**config.mk**
```make
export PLATFORM = sky130hd
export DESIGN_NAME = if_fetch_unit
export DESIGN_NICKNAME = d
export VERILOG_FILES = /design/src/rtl/if_fetch_unit.sv
export SDC_FILE = /design/constraint.sdc
export NUM_CORES = 1
export LEC_CHECK = 0
export CAP_MARGIN = 15
export CORE_ASPECT_RATIO = 1.4
export CORE_MARGIN = 4
export CORE_UTILIZATION = 38
export DETAILED_ROUTE_END_ITERATION = 8
export PLACE_DENSITY = 0.89
export SKIP_LAST_GASP = 1
export SLEW_MARGIN = 10
export SYNTH_ARGS = -nofsm -noshare
export SYNTH_HDL_FRONTEND = slang
export SYNTH_SLANG_ARGS = --single-unit
```
**constraint.sdc**
```tcl
create_clock -name clk -period 1.78 [get_ports clk]
set_input_delay 0.267 -clock clk [delete_from_list [all_inputs] [get_ports clk]]
set_output_delay 0.267 -clock clk [all_outputs]
set_load 0.01 [all_outputs]
```
**src/rtl/if_fetch_unit.sv**
```systemverilog
// Instruction fetch unit: issues one word-aligned fetch at a time to
// instruction memory, holds the returned word for decode, and follows
// control-flow redirects from execute. Stale responses are squashed.
module if_fetch_unit #(
  parameter logic [31:0] RESET_PC = 32'h0000_0000
) (
  input  logic        clk,
  input  logic        rst,
  output logic        imem_req_valid,
  input  logic        imem_req_ready,
  output logic [31:0] imem_req_addr,
  input  logic        imem_rsp_valid,
  input  logic [31:0] imem_rsp_data,
  output logic        inst_valid,
  input  logic        inst_ready,
  output logic [31:0] inst,
  output logic [31:0] inst_pc,
  output logic [6:0]  opcode,
  output logic [2:0]  funct3,
  output logic        funct7_5,
  input  logic        redirect_valid,
  input  logic [31:0] redirect_pc
);

  localparam logic [31:0] PC_MASK = 32'hFFFF_FFFC;

  typedef enum logic [1:0] {
    S_REQ  = 2'd0,
    S_WAIT = 2'd1,
    S_HOLD = 2'd2
  } state_t;

  state_t      state_q;
  logic [31:0] pc_q;
  logic        drop_q;
  logic [31:0] inst_q;
  logic [31:0] inst_pc_q;
  logic        reqFire;
  logic        redirectOutstanding;

  // The request is only visible once reset is released, so no fetch can
  // start while reset is held even though the state already sits in REQ.
  assign imem_req_valid = (state_q == S_REQ) && !rst;
  assign imem_req_addr  = pc_q;
  assign reqFire        = imem_req_valid && imem_req_ready;

  assign inst_valid = (state_q == S_HOLD);
  assign inst       = inst_q;
  assign inst_pc    = inst_pc_q;
  assign opcode     = inst_q[6:0];
  assign funct3     = inst_q[14:12];
  assign funct7_5   = inst_q[30];

  // A memory request is still in flight after this cycle if we were waiting
  // and nothing came back, or if a request is being accepted right now.
  assign redirectOutstanding = ((state_q == S_WAIT) && !imem_rsp_valid) ||
                               ((state_q == S_REQ) && imem_req_ready);

  // Fetch FSM: redirect outranks every other event; otherwise walk REQ->WAIT->HOLD.
  always_ff @(posedge clk) begin
    if (rst) begin
      state_q   <= S_REQ;
      pc_q      <= RESET_PC & PC_MASK;
      drop_q    <= 1'b0;
      inst_q    <= 32'd0;
      inst_pc_q <= 32'd0;
    end else if (redirect_valid) begin
      pc_q <= redirect_pc & PC_MASK;
      if (redirectOutstanding) begin
        state_q <= S_WAIT;
        drop_q  <= 1'b1;
      end else begin
        state_q <= S_REQ;
        drop_q  <= 1'b0;
      end
    end else begin
      case (state_q)
        S_REQ: begin
          if (reqFire) begin
            state_q <= S_WAIT;
          end
        end
        S_WAIT: begin
          if (imem_rsp_valid) begin
            if (drop_q) begin
              drop_q  <= 1'b0;
              state_q <= S_REQ;
            end else begin
              inst_q    <= imem_rsp_data;
              inst_pc_q <= pc_q;
              state_q   <= S_HOLD;
            end
          end
        end
        S_HOLD: begin
          if (inst_ready) begin
            pc_q    <= pc_q + 32'd4;
            state_q <= S_REQ;
          end
        end
        default: begin
          state_q <= S_REQ;
        end
      endcase
    end
  end

endmodule

```
==> results_tabular.tex, run 1 <==
\begin{tabular}{lr}
\hline
Metric & Value \\
\hline
\multicolumn{2}{l}{\textbf{STA}} \\
\quad Setup tns final & 0 ps \\
\quad Number of setup violations in the final report & 0 \\
\quad Final min period & 1770 ps \\
\quad Fin. max-slew vios & 0 \\
\quad Post-route setup slack & 5.30 ps \\
\quad Post-route clock period utilization & 0.997 \\
\quad Setup repair after global routing missed its margin & true \\
\quad Number of failing hold endpoints at the final stage & 0 \\
\quad Max Clk Rate & 563 MHz \\
\quad Worst clock skew & 7.29 ps \\
\multicolumn{2}{l}{\textbf{Synth}} \\
\quad Number of distinct library cells after synthesis & 39 \\
\quad List of most frequent post-synthesis cells & sky130\_fd\_sc\_hd\_\_nand2\_1 (136), sky130\_fd\_sc\_hd\_\_dfxtp\_1 (95), sky130\_fd\_sc\_hd\_\_a21oi\_1 (71) \\
\quad Post-synthesis cell count & 503 \\
\quad Count leader, synth & sky130\_fd\_sc\_hd\_\_nand2\_1 \\
\quad Cell accounting for the most synthesized area & sky130\_fd\_sc\_hd\_\_dfxtp\_1 \\
\quad Primary flip-flop cell chosen by synthesis mapping & sky130\_fd\_sc\_hd\_\_dfxtp\_1 \\
\quad Count of flip-flops with a built-in enable after synthesis & 0 \\
\quad Synthesis-stage register bit count & 95 \\
\quad Biggest area contributors in the synthesized netlist & sky130\_fd\_sc\_hd\_\_dfxtp\_1 (47\%), sky130\_fd\_sc\_hd\_\_nand2\_1 (13\%), sky130\_fd\_sc\_hd\_\_a21oi\_1 (8.8\%), sky130\_fd\_sc\_hd\_\_xnor2\_1 (3.9\%), sky130\_fd\_sc\_hd\_\_nor2\_1 (3.1\%) \\
\quad Area share of the leading cell type in the synthesized netlist & 0.474 \\
\quad Number of warning messages in the yosys log & 0 \\
\quad Post-synthesis average cell area & 7.98 µm² \\
\quad Share of flip-flops with an asynchronous set or reset & 0 \\
\quad Post-Synthesis Cell Area & 4020 µm² \\
\quad Sequential-to-total area share from yosys stat & 0.474 \\
\multicolumn{2}{l}{\textbf{Detailed routing}} \\
\quad 1st-iter DRT viols & 263 \\
\quad Drt drc & 0 \\
\quad Wire length on met2 & 7070 µm \\
\quad Wire length on met3 & 874 µm \\
\quad Wire length the detailed router placed on met1 & 5110 µm \\
\quad Detailed-route vias per instance & 5.13 \\
\quad Residual antenna-violating net count after detailed routing & 0 \\
\quad Wire per inst & 16.0 µm \\
\quad Drt total wl & 13,400 µm \\
\quad Via Count & 4,306 \\
\quad Uppermost metal layer occupied by signal nets & met4 \\
\quad Pre-Repair DR Iteration Count & 4 \\
\multicolumn{2}{l}{\textbf{Global route}} \\
\quad Maximum number of pins on one net before global-route repair & 94 \\
\quad Number of global-route vias before repair & 4,379 \\
\quad Number of antenna violations at the first check in global routing & 1 \\
\quad Global routing usage summed across all routing layers & 0.215 \\
\quad Overflow after GRT & 0 \\
\quad Wire length of the first global-routing pass & 20,800 µm \\
\multicolumn{2}{l}{\textbf{Clock tree}} \\
\quad Clock tree from TritonCTS & yes \\
\quad Source-to-sink clock delay at the later pin of the worst-skew pair & 340 ps \\
\quad Maximum level of the CTS H-tree & 3 \\
\quad Clock Path Buffers & 2 \\
\quad Clock tree sinks & 95 \\
\quad Cell chosen for the clock root & sky130\_fd\_sc\_hd\_\_clkbuf\_16 \\
\quad Post-cts hold buffer count & 0 \\
\quad Cts bufs inserted & 9 \\
\quad Clock transition at the registers of the reported paths & 70 ps \\
\multicolumn{2}{l}{\textbf{Place}} \\
\quad DPL Wire Length & 9860 µm \\
\quad Port buffer count & 172 \\
\quad Final weighted congestion in routability-driven placement & 0.893 \\
\quad Placement Setup Slack & -278 ps \\
\multicolumn{2}{l}{\textbf{Worst setup path}} \\
\quad Critical-path cell list & nand4\_4 -> or3\_4 -> or4\_4 -> xor2\_2 -> a211oi\_2 \\
\quad Buffers and inverters on the worst path & 0 \\
\quad CP Launch Type & flop \\
\quad Critical path capture point type & flop \\
\quad Required time at the worst-slack endpoint & 2030 ps \\
\quad Critical path fanouts, max & 2 \\
\quad Master of the slowest instance on the critical path & sky130\_fd\_sc\_hd\_\_or4\_4 \\
\quad Top delay family on crit path & simple AND/OR/NAND/NOR gates \\
\quad Worst Path Class, Setup & flop to flop \\
\quad Endpoint arrival time on the critical path & 2020 ps \\
\quad Largest stage delay on the critical path & 440 ps \\
\multicolumn{2}{l}{\textbf{Die}} \\
\quad Die boundary width & 94.9 µm \\
\quad Initial cell density of the core & 0.388 \\
\quad Height of the die & 130 µm \\
\quad Overall die area & 12,300 µm² \\
\quad Placeable core region & 10,300 µm² \\
\quad Ports placed on the boundary & 179 \\
\quad Number of core rows & 44 \\
\multicolumn{2}{l}{\textbf{Run}} \\
\quad Max-cap violations & 0 \\
\multicolumn{2}{l}{\textbf{Final layout}} \\
\quad Fraction of final layout cells sized beyond drive strength 1 & 0.150 \\
\quad Growth of design area from synthesis to finish & 63.1\% \\
\quad Total number of nets in the final design & 767 \\
\multicolumn{2}{l}{\textbf{Run status}} \\
\quad Run status & finished clean \\
\multicolumn{2}{l}{\textbf{Power}} \\
\quad Ratio of total power to cell area & 728 nW/µm² \\
\quad IR Drop Worst-Case VDD & 0.508 mV \\
\quad Lkg Pwr & 2.34 nW \\
\multicolumn{2}{l}{\textbf{Worst hold path}} \\
\quad Tightest Hold Check Type & flop to flop \\
\hline
\end{tabular}
-- placed cells by master, fill, tap and decap left out, types with 2 or more instances in the layout --
| cell type | n |
|---|---|
| sky130_fd_sc_hd__nand2_1 | 135 |
| sky130_fd_sc_hd__dfxtp_2 | 8 |
| sky130_fd_sc_hd__nor2_1 | 33 |
| sky130_fd_sc_hd__clkinv_2 | 2 |
| sky130_fd_sc_hd__buf_12 | 3 |
| sky130_fd_sc_hd__dfxtp_4 | 4 |
| sky130_fd_sc_hd__nand3_2 | 2 |
| sky130_fd_sc_hd__nor3_2 | 2 |
| sky130_fd_sc_hd__mux2i_1 | 4 |
| sky130_fd_sc_hd__nor3_1 | 4 |
| sky130_fd_sc_hd__and3_1 | 9 |
| sky130_fd_sc_hd__or3_1 | 4 |
| sky130_fd_sc_hd__a311oi_2 | 3 |
| sky130_fd_sc_hd__xnor2_1 | 18 |
| sky130_fd_sc_hd__nor4_4 | 3 |
| sky130_fd_sc_hd__a21oi_1 | 71 |
| sky130_fd_sc_hd__clkinvlp_4 | 2 |
| sky130_fd_sc_hd__inv_1 | 5 |
| sky130_fd_sc_hd__nand3_1 | 5 |
| sky130_fd_sc_hd__conb_1 | 4 |
| sky130_fd_sc_hd__dfxtp_1 | 83 |
| sky130_fd_sc_hd__clkbuf_8 | 2 |
| sky130_fd_sc_hd__clkbuf_16 | 9 |
| sky130_fd_sc_hd__dlygate4sd2_1 | 2 |
| sky130_fd_sc_hd__a211oi_1 | 16 |
| sky130_fd_sc_hd__buf_4 | 49 |
| sky130_fd_sc_hd__o21ai_0 | 6 |
| sky130_fd_sc_hd__o22ai_1 | 2 |
| sky130_fd_sc_hd__xor2_1 | 7 |
| sky130_fd_sc_hd__clkdlybuf4s50_1 | 169 |
| sky130_fd_sc_hd__nand4_1 | 12 |
-- sequential cells by signal (all words and copies together), names as in the netlist --
signal / cells
drop_q: 1
imem_req_addr: 30
inst: 32
inst_pc: 30
state_q: 2
-- worst paths after layout --
kind	startpoint	to	slack [ps]	cells past startpoint
worst max-delay path	imem_req_addr[11]$_SDFFE_PP0P_	imem_req_addr[27]$_SDFFE_PP0P_	5	5
worst max register to register	imem_req_addr[11]$_SDFFE_PP0P_	imem_req_addr[27]$_SDFFE_PP0P_	5	5
worst min-delay path	inst_pc[9]$_SDFFE_PP0P_	inst_pc[9]$_SDFFE_PP0P_	450	2
worst min register to register	inst_pc[9]$_SDFFE_PP0P_	inst_pc[9]$_SDFFE_PP0P_	450	2
-- worst register-to-register path: cells and delay by family (launching register included) --
family	cells	cell delay [ps]
compound gates	1	230
flops	1	360
xor+xnor	1	170
simple gates	3	920
-- report_power, final --
group / internal, mW / switching [mW] / leakage [nW]
Combinational: 0.393 / 0.312 / 1.43
Sequential: 2.20 / 0.0519 / 0.779
Clock: 1.02 / 0.796 / 0.138
Total: 3.61 / 1.16 / 2.34
-- area by class of cell --
| type | count | area [µm²] |
|---|---|---|
| inverters | 6 | 22.5 |
| clock buffers | 11 | 253 |
| flip-flops and latches | 95 | 1930 |
| diodes | 1 | 2.50 |
| repair buffers | 224 | 2150 |
| well taps | 138 | 173 |
| fillers | 837 | 3800 |
| clock inverters | 5 | 31.3 |
| multi-input cells | 360 | 1990 |
-- layer usage --
| metal | GRT usage | vias to the layer above |
|---|---|---|
| li1 | - | 2069 |
| met1 | 0.232 | 2020 |
| met2 | 0.390 | 180 |
| met3 | 0.0552 | 37 |
| met4 | 0.0960 | 0 |
| met5 | 0 | - |
-- logic make-up (layout without fill, tap and decap cells) --
| kind of cell | count (synthesis) | after routing | share of synthesized area |
|---|---|---|---|
| adder cells (fa/ha/maj) | 1 | 1 | 0.00311 |
| flip-flops | 95 | 95 | 0.474 |
| other | 1 | 5 | 0.000934 |
| buffers and inverters | 51 | 246 | 0.0667 |
| AND/OR/NAND/NOR | 224 | 224 | 0.246 |
| AO/OA/AOI/OAI | 101 | 101 | 0.143 |
| XOR/XNOR | 26 | 26 | 0.0567 |
| multiplexers | 4 | 4 | 0.00997 |
-- per-stage QoR --
stage / hold WS [ps] / area [µm²] / utilization / instances / total power, mW
floorplan: 403 / 4060 / - / 506 / 2.56
global placement: 443 / 6130 / 0.593 / 822 / 2.97
detailed placement: 446 / 6130 / 0.593 / 822 / 2.99
CTS: 455 / 6460 / 0.624 / 839 / 4.82
global route: 462 / 6550 / 0.633 / 840 / 4.99
finish: 455 / 6550 / 0.633 / 840 / 4.77
-- timing repair --
item | 4_1_cts | 5_1_grt
resized for setup | 8 | 19
pin swaps | 3 | 3
endpoints found under the setup margin | 7 | 13
setup buffers | 1 | 0
No activity file was read; power rests on OpenSTA's default activity.
==> inputs of run 2 (changes only) <==
GPL_TIMING_DRIVEN = 1   (was not set)
RECOVER_POWER = 100   (was not set)
==> run 2 against run 1 <==
Effect of this change: critical path depth unchanged; sequential cell count stayed put; combinational power hardly changed; maximum frequency is essentially flat; first-iteration DRC count did not move; critical endpoint unchanged.
==> results_tabular.tex, run 2 (synthesis gave the netlist of run 1 again) <==
\begin{tabular}{lr}
\hline
Metric & Value \\
\hline
\multicolumn{2}{l}{\textbf{Power}} \\
\quad Ratio of total power to cell area & 728 nW/µm² \\
\quad IR Drop Worst-Case VDD & 0.509 mV \\
\quad Final total power & 4.77 mW \\
\quad Lkg Pwr & 2.34 nW \\
\multicolumn{2}{l}{\textbf{Die}} \\
\quad Ports placed on the boundary & 179 \\
\quad Placeable core region & 10,300 µm² \\
\quad Overall die area & 12,300 µm² \\
\quad Height of the die & 130 µm \\
\quad Number of core rows & 44 \\
\quad Initial cell density of the core & 0.388 \\
\quad Die boundary width & 94.9 µm \\
\multicolumn{2}{l}{\textbf{Detailed routing}} \\
\quad Drt total wl & 13,500 µm \\
\quad Pre-Repair DR Iteration Count & 4 \\
\quad Detailed-route vias per instance & 5.12 \\
\quad Residual antenna-violating net count after detailed routing & 0 \\
\quad Drt drc & 0 \\
\quad Via Count & 4,304 \\
\quad Wire per inst & 16.0 µm \\
\quad 1st-iter DRT viols & 263 \\
\multicolumn{2}{l}{\textbf{Final layout}} \\
\quad Most frequent standard cell in the layout excluding fill and tap cells & sky130\_fd\_sc\_hd\_\_clkdlybuf4s50\_1 \\
\quad Final design utilization & 0.632 \\
\quad Growth of design area from synthesis to finish & 63.0\% \\
\quad Commonest cells after routing, fill and taps aside & sky130\_fd\_sc\_hd\_\_clkdlybuf4s50\_1 (169), sky130\_fd\_sc\_hd\_\_nand2\_1 (136), sky130\_fd\_sc\_hd\_\_dfxtp\_1 (83), sky130\_fd\_sc\_hd\_\_a21oi\_1 (71), sky130\_fd\_sc\_hd\_\_buf\_4 (49) \\
\quad Number of flip-flops in the largest register & 32 \\
\quad Total number of nets in the final design & 767 \\
\quad Fraction of final layout cells sized beyond drive strength 1 & 0.148 \\
\multicolumn{2}{l}{\textbf{STA}} \\
\quad Worst clock skew & 7.16 ps \\
\quad Setup repair after global routing missed its margin & true \\
\quad Number of setup violations in the final report & 0 \\
\quad Fin. max-slew vios & 0 \\
\quad Post-route setup slack & 5.43 ps \\
\quad Number of failing hold endpoints at the final stage & 0 \\
\quad Max Clk Rate & 564 MHz \\
\quad Post-route clock period utilization & 0.997 \\
\quad Setup tns final & 0 ps \\
\quad Final min period & 1770 ps \\
\multicolumn{2}{l}{\textbf{Worst setup path}} \\
\quad Critical path fanouts, max & 2 \\
\quad Endpoint arrival time on the critical path & 2020 ps \\
\quad Flop-to-flop setup slack & 5 ps \\
\quad Critical path capture point type & flop \\
\quad End point of the critical path & imem\_req\_addr[27]\$\_SDFFE\_PP0P\_ \\
\quad Source of the critical timing path & imem\_req\_addr[11]\$\_SDFFE\_PP0P\_ \\
\quad CP Launch Type & flop \\
\quad Required time at the worst-slack endpoint & 2030 ps \\
\quad R2r endpoint & imem\_req\_addr[27]\$\_SDFFE\_PP0P\_ \\
\quad Worst Path Class, Setup & flop to flop \\
\quad Reg2Reg Launch Point & imem\_req\_addr[11]\$\_SDFFE\_PP0P\_ \\
\quad Number of cells on the worst reg-to-reg path & 5 \\
\multicolumn{2}{l}{\textbf{Global route}} \\
\quad Global routing usage summed across all routing layers & 0.215 \\
\quad Number of antenna violations at the first check in global routing & 1 \\
\quad Maximum number of pins on one net before global-route repair & 94 \\
\quad Number of global-route vias before repair & 4,379 \\
\quad Wire length of the first global-routing pass & 20,800 µm \\
\quad Overflow after GRT & 0 \\
\multicolumn{2}{l}{\textbf{Clock tree}} \\
\quad Cell chosen for the clock root & sky130\_fd\_sc\_hd\_\_clkbuf\_16 \\
\quad Clock transition at the registers of the reported paths & 70 ps \\
\quad Cts bufs inserted & 9 \\
\quad Source-to-sink clock delay at the later pin of the worst-skew pair & 340 ps \\
\quad Clock tree from TritonCTS & yes \\
\quad Clock Path Buffers & 2 \\
\quad Maximum level of the CTS H-tree & 3 \\
\quad Clock tree sinks & 95 \\
\multicolumn{2}{l}{\textbf{Worst hold path}} \\
\quad Hold path depth & 2 \\
\quad Startpoint of the lowest-slack hold path & inst\_pc[9]\$\_SDFFE\_PP0P\_ \\
\quad Tightest Hold Check Type & flop to flop \\
\multicolumn{2}{l}{\textbf{Place}} \\
\quad Placement Setup Slack & -278 ps \\
\quad Port buffer count & 172 \\
\quad DPL Wire Length & 9860 µm \\
\quad Final weighted congestion in routability-driven placement & 0.893 \\
\multicolumn{2}{l}{\textbf{Run status}} \\
\quad Run status & finished clean \\
\multicolumn{2}{l}{\textbf{Run}} \\
\quad Max-cap violations & 0 \\
\hline
\end{tabular}
-- run 2: cell counts in the layout (fill, tap and decap cells not counted) --
Identical to the previous run, type by type.
-- run 2: final cells by class --
type	instances	area (µm²)
fillers	838	3800
repair buffers	224	2150
multi-input cells	360	1990
flip-flops and latches	95	1930
clock buffers	11	253
well taps	138	173
clock inverters	5	31.3
inverters	6	22.5
diodes	1	2.50
-- run 2: power by group --
| group | internal (mW) | switching [mW] |
|---|---|---|
| combinational | 0.392 | 0.312 |
| clock | 1.02 | 0.796 |
| sequential | 2.20 | 0.0519 |
-- run 2: worst min path at each step --
stage	to	slack, ps
3_3_place_gp	inst[15]$_SDFFE_PP0P_	440
5_1_grt	inst[13]$_SDFFE_PP0P_	460
6_report	inst_pc[9]$_SDFFE_PP0P_	450
2_1_floorplan	inst[10]$_SDFFE_PP0P_	400
3_5_place_dp	inst_pc[9]$_SDFFE_PP0P_	450
4_1_cts	inst_pc[9]$_SDFFE_PP0P_	460
-- run 2: metrics by stage --
step / hold slack (ps) / area [µm²] / instances
global route: 462 / 6550 / 840
CTS: 455 / 6460 / 839
detailed placement: 446 / 6130 / 822
global placement: 443 / 6130 / 822
finish: 455 / 6550 / 840
floorplan: 403 / 4060 / 506
-- run 2: critical path, cell delays in order, from the launching register on --
cell and delay [ps]:
sky130_fd_sc_hd__dfxtp_4 360, sky130_fd_sc_hd__nand4_4 100, sky130_fd_sc_hd__or3_4 380, sky130_fd_sc_hd__or4_4 440
sky130_fd_sc_hd__xor2_2 170, sky130_fd_sc_hd__a211oi_2 230
-- run 2: repair_timing --
| action | 4_1_cts | 5_1_grt |
|---|---|---|
| setup buffers | 1 | 0 |
| setup endpoints to repair | 7 | 13 |
| hold buffers | 0 | 0 |
| pin swaps | 3 | 3 |
| gates resized for setup | 8 | 19 |
-- run 2: metal layers --
| layer | GRT usage | wire [µm] | share of wire | up-vias |
|---|---|---|---|---|
| met4 | 0.0960 | 383 | 0.028 | 0 |
| met3 | 0.0552 | 892 | 0.066 | 37 |
| met2 | 0.390 | 7100 | 0.53 | 185 |
| li1 | - | - | - | 2069 |
| met1 | 0.232 | 5080 | 0.38 | 2013 |
| met5 | 0 | 0 | 0 | - |
